## config.mk

```make
export PLATFORM = sky130hd
export DESIGN_NAME = layer0_input_packer
export DESIGN_NICKNAME = d
export VERILOG_FILES = /design/src/rtl/layer0_input_packer.sv
export SDC_FILE = /design/constraint.sdc
export NUM_CORES = 1
export LEC_CHECK = 0
export CAP_MARGIN = 20
export CORE_AREA = 2 2 98 100
export CTS_CLUSTER_DIAMETER = 150
export DETAILED_ROUTE_END_ITERATION = 8
export DIE_AREA = 0 0 100 102
export PLACE_DENSITY = 0.68
export SETUP_SLACK_MARGIN = 0.4
export SLEW_MARGIN = 20
export SYNTH_ARGS = -nofsm -noshare
export SYNTH_HDL_FRONTEND = slang
export SYNTH_SLANG_ARGS = --single-unit
```

## constraint.sdc

```tcl
create_clock -name clk -period 1.8 [get_ports clk]
set_input_delay 0.36 -clock clk [delete_from_list [all_inputs] [get_ports clk]]
set_output_delay 0.36 -clock clk [all_outputs]
set_load 0.02 [all_outputs]
```

## src/rtl/layer0_input_packer.sv

```systemverilog
// Packs a stream of signed feature beats into one frame of 2-bit threshold codes
// for the layer-0 neurons, with a single-entry output register for handoff.
module layer0_input_packer #(
  parameter int NUM_FEAT = 16,
  parameter int IN_W = 8,
  parameter logic signed [IN_W-1:0] T0 = IN_W'(-32),
  parameter logic signed [IN_W-1:0] T1 = IN_W'(0),
  parameter logic signed [IN_W-1:0] T2 = IN_W'(32)
) (
  input  logic                       clk,
  input  logic                       rst_n,
  input  logic                       s_valid,
  output logic                       s_ready,
  input  logic signed [IN_W-1:0]     s_data,
  input  logic                       s_last,
  output logic                       m_valid,
  input  logic                       m_ready,
  output logic [2*NUM_FEAT-1:0]      m_data,
  output logic                       m_len_err
);

  localparam int IDX_W = $clog2(NUM_FEAT);
  localparam logic [0:0] FILL = 1'b0;
  localparam logic [0:0] FULL = 1'b1;

  logic [0:0]            state_q, state_d;
  logic [IDX_W-1:0]      idx_q, idx_d;
  logic [2*NUM_FEAT-1:0] asm_q, asm_d;
  logic                  asm_err_q, asm_err_d;
  logic                  live_q, live_d;
  logic                  out_valid_q, out_valid_d;
  logic [2*NUM_FEAT-1:0] out_data_q, out_data_d;
  logic                  out_err_q, out_err_d;

  logic [1:0] code;
  logic       accept;
  logic       at_end;
  logic       handoff;

  // s_ready is held low through reset and the first clock after it by live_q.
  assign s_ready   = live_q && (state_q == FILL);
  assign m_valid   = out_valid_q;
  assign m_data    = out_data_q;
  assign m_len_err = out_err_q;

  always_comb begin
    if (s_data < T0)      code = 2'd0;
    else if (s_data < T1) code = 2'd1;
    else if (s_data < T2) code = 2'd2;
    else                  code = 2'd3;
  end

  always_comb begin
    accept  = s_valid && s_ready;
    at_end  = (idx_q == IDX_W'(NUM_FEAT - 1));
    handoff = (state_q == FULL) && (!out_valid_q || m_ready);

    state_d     = state_q;
    idx_d       = idx_q;
    asm_d       = asm_q;
    asm_err_d   = asm_err_q;
    live_d      = 1'b1;
    out_valid_d = out_valid_q;
    out_data_d  = out_data_q;
    out_err_d   = out_err_q;

    if (accept) begin
      // Clearing on the first beat leaves unreceived slots zero after an early s_last.
      if (idx_q == '0) asm_d = '0;
      for (int unsigned i = 0; i < NUM_FEAT; i++) begin
        if (idx_q == IDX_W'(i)) asm_d[2*i +: 2] = code;
      end
      asm_err_d = s_last ^ at_end;
      if (s_last || at_end) state_d = FULL;
      else                  idx_d   = idx_q + 1'b1;
    end

    if (handoff) begin
      out_valid_d = 1'b1;
      out_data_d  = asm_q;
      out_err_d   = asm_err_q;
      state_d     = FILL;
      idx_d       = '0;
    end else if (out_valid_q && m_ready) begin
      out_valid_d = 1'b0;
    end
  end

  always_ff @(posedge clk or negedge rst_n) begin
    if (!rst_n) begin
      state_q     <= FILL;
      idx_q       <= '0;
      asm_q       <= '0;
      asm_err_q   <= 1'b0;
      live_q      <= 1'b0;
      out_valid_q <= 1'b0;
      out_data_q  <= '0;
      out_err_q   <= 1'b0;
    end else begin
      state_q     <= state_d;
      idx_q       <= idx_d;
      asm_q       <= asm_d;
      asm_err_q   <= asm_err_d;
      live_q      <= live_d;
      out_valid_q <= out_valid_d;
      out_data_q  <= out_data_d;
      out_err_q   <= out_err_d;
    end
  end

endmodule
```

==> run summary <==
Along the worst path, the maximum fanout reaches 6. Across the VDD grid, the largest voltage drop is about 0.45 mV. The worst-path cell with the longest stage delay is dfrtp_2. The static leakage came out at 2.134 nW. The most common library cell in the layout ignoring fill and taps is dfrtp_1.

TritonCTS built the clock tree. The number of global-route vias before repair is 2302. The placeable core region is 9109 um^2.

The post-layout worst setup margin is 183.7 ps. In the layout the commonest cells are 68 x dfrtp_1, 36 x mux2_2, 24 x buf_4. The final antenna-violating net count is 0. Dividing total power by cell area gives a power density of roughly 1100 nW/um^2. By startpoint and endpoint, the worst setup path is classified as flip-flop to flip-flop. The top cell type by total area after synthesis is dfrtp_1. The unique cell type count in the Yosys netlist is 38. For the pin with the worst max-slew slack, the measured transition is 636.4 ps.

The worst setup path is captured at a flip-flop. Among all flip-flop cells after synthesis, the most frequent one is dfrtp_1. For this run, the slowest stage of the critical path takes 470 ps. The number of antenna diodes in the final layout is 0. The post-synthesis instance total is ~240. The utilization after layout is 0.4827. The area fraction of the dominant cell type after synthesis came out at 0.5866. The share of synthesized cell area in and, or, nand and nor gates came out at 0.07714. The share of post-route cells with drive strength above 1 is 0.5514.

The sequential-to-total area share from yosys stat is 0.5866. After detailed routing, the wire length on met1 is about 3300 um. The total half-perimeter wirelength after legalization and detailed placement came out at between 4000 and 5000 um.

Of all flip-flops after synthesis, the portion carrying an async set or reset was 1.000. In this run the worst hold path is classified as input port to async pin. The data required time at the worst endpoint is 2040 ps. The fill cell total of the finished layout is 788. The critical path goes through buf_4 > buf_6 > ha_4 > and4b_2 > and2_4 > a22o_1. The multiplexer fraction of the synthesized cell area is 0.1474. The latest clock arrival within the worst-skew pair is ~360 ps. The Yosys step of the flow raised 0 warnings. The max-slew violation count is 0. Summed over all nets, wire length on met2 after detailed routing comes to 3640 um. The number of enable-type register cells in the synthesized netlist came out at 0. The floorplan step set the die height to 102 um. Sorting the synthesized cells by area gives the leading types as dfrtp_1 59%, mux2_2 13%, a22o_1 3.9%. By area, the combinational part of the netlist is dominated by multiplexers. The clock-pin slew on the worst setup and hold paths came out at around 80 ps.

Data on the critical path arrives at its endpoint at roughly 1900 ps. The ratio of final minimum period to clock period came out at 0.8980. 48 I/O pins were placed. Averaged over all synthesized cells, the footprint is between 10 and 15 um^2. The number of DRC violations after detailed-routing iteration 0 came out at 110.

The number of levels in the clock H-tree is 3. After the last flow step, the layout net total stands at 335. The initialized floorplan defines 35 standard-cell rows. The ratio of routed vias to standard cells came out at 5.199. Setup repair after global routing could not meet its margin everywhere. The max-cap violation count came out at 0. The deepest clock path buffer count is 2. The global router's overall resource usage came out at 0.1467. The register bit total from synthesis is 73. The synthesized netlist net count is 254. The run finished with clean final reports. After global routing the overflow that remains totals 0. In this run the tool buffered the top-level ports with 42 buffer cells. The first-pass GRT wire length came out at ~12000 um. CTS placed an instance of clkbuf_8 at the clock tree root. The initial antenna violation count was 0. The initial utilization of the core area, before any placement, comes to 0.3419. The worst setup slack after placement is -571.5 ps. The fraction of the mapped netlist area in compound gates came out at 0.1334.

The length of the first detailed-routing pass in iterations is 4. The detailed-route wire length per cell came out at 17.13 um. The sum of buffers and inverters on the critical path came out at 2. The worst pin sits at a relative slew slack of 0.5749. The die footprint is approximately 10000 um^2. The total vias in the final route is 2246.

The total clock sinks is 73. Setup violations remaining at the end of the flow were counted as 0. The die width came out at 100 um. After detailed routing, no signal wire sits above met4. The met3 layer wire length in the routed design came out at 299 um.

Entering global routing, the biggest net connects between 40 and 50 pins. The routability-driven placement congestion ratio came out at 0.7624. From synthesis to final layout, the design area changed by 41.18%. The peak clock frequency supported by timing is 0.6187 GHz. The worst path in the final design needs a cycle of 1616 ps, including I/O delays and setup. In the routed design, unresolved DRC markers number 0.

Counting the buffers created by CTS gives 9. The final wirelength is between 7000 and 8000 um. Of the total synthesized cell area, the portion taken by full adders, half adders and majority gates is 0.02411.

The type of origin of the critical path is a flip-flop. The post-synthesis instance area is 3114 um^2. The category of cells accounting for the largest share of critical-path delay is flip-flops. The number of endpoints with negative hold slack in the final report came out at 0. Of the total synthesized cell area, the portion taken by XOR and XNOR cells is 0.002812. The setup clock skew after layout is approximately 12 ps.
[flip-flops by register name (all words and copies together) (netlist names)]
register / cells
m_valid: 1
asm_err_q: 1
idx_q: 4
m_data: 32
m_len_err: 1
asm_q: 32
state_q: 1
live_q: 1
[layout make-up]
type | count | area, um^2 | share of cell area
multi-input combinational | 142 | 1479 | 0.3364
clock buffer | 12 | 145.1 | 0.03301
clock inverter | 4 | 51.30 | 0.01167
inverter | 8 | 35.03 | 0.007968
sequential | 73 | 1833 | 0.4169
tap | 111 | 138.9 | 0.03159
timing repair buffer | 82 | 714.4 | 0.1625
[through the flow]
step           hold slack (ps)  area [um^2]  TNS, ps  cells  total power [W]
6_report                 462.4         4397        0    432         0.004984
5_1_grt                  485.7         4397        0    432         0.005230
4_1_cts                  472.1         4389        0    427         0.004806
3_5_place_dp             310.6         3845    -7958    396         0.003269
3_3_place_gp             312.1         3845    -7722    396         0.003241
2_1_floorplan            64.41         3158        0    235         0.002734
[report_power, final]
| group | switching [W] | internal (W) |
|---|---|---|
| Combinational | 0.000815 | 0.000883 |
| Sequential | 0.000156 | 0.00184 |
| Clock | 0.000613 | 0.000682 |
| Total | 0.00158 | 0.00340 |
[path summary, 6_finish.rpt]
kind                                 from          to  cells past startpoint  slack (ps)
max in group asynchronous           rst_n   m_data[0]                      3         740
worst max-delay path             idx_q[1]   asm_q[21]                      6         180
min in group clk                asm_q[22]   asm_q[22]                      1         500
worst max register to register   idx_q[1]   asm_q[21]                      6         180
worst min-delay path                rst_n  m_data[30]                      2         460
worst min register to register  asm_q[22]   asm_q[22]                      1         500
[layer usage]
metal | vias up | GRT usage
li1 | 1036 | -
met1 | 1155 | 0.1807
met2 | 40 | 0.2464
met3 | 15 | 0.04651
met4 | 0 | 0.04953
met5 | - | 0
[timing repair]
action | CTS | global route
hold buffers | 1 | 0
hold endpoints to repair | 15 | 0
gates cloned | 2 | 3
resized for setup | 136 | 58
setup buffers | 12 | 2
pin swaps | 19 | 10
setup endpoints to repair | 71 | 76
[kinds of logic after synthesis]
| group | Yosys count |
|---|---|
| and+or+nand+nor | 40 |
| DFF | 73 |
| xor gates and xnor gates | 1 |
| other | 1 |
| buffers and inverters | 20 |
| adders and majority gates | 6 |
| AOI/OAI and AO/OA | 53 |
| muxes | 41 |
[cells in the mapped netlist (2+ instances only)]
master    instances
o211ai_1          3
o41ai_1           3
mux2_1            2
mux2i_1           2
and4b_1           3
inv_1             8
dfrtp_1          73
nor2b_1           4
a21boi_0          4
clkbuf_1          4
o31ai_1           4
nand4b_1          2
a22oi_1           6
a32o_1            6
nand3_1           2
ha_1              6
o21ai_0           7
a21oi_1           2
nand2_1           9
nor3_1            3
mux2_2           37
buf_2             8
and2_1            6
a22o_1           14
nor2_1            4
No activity file was read; power rests on OpenSTA's default activity.
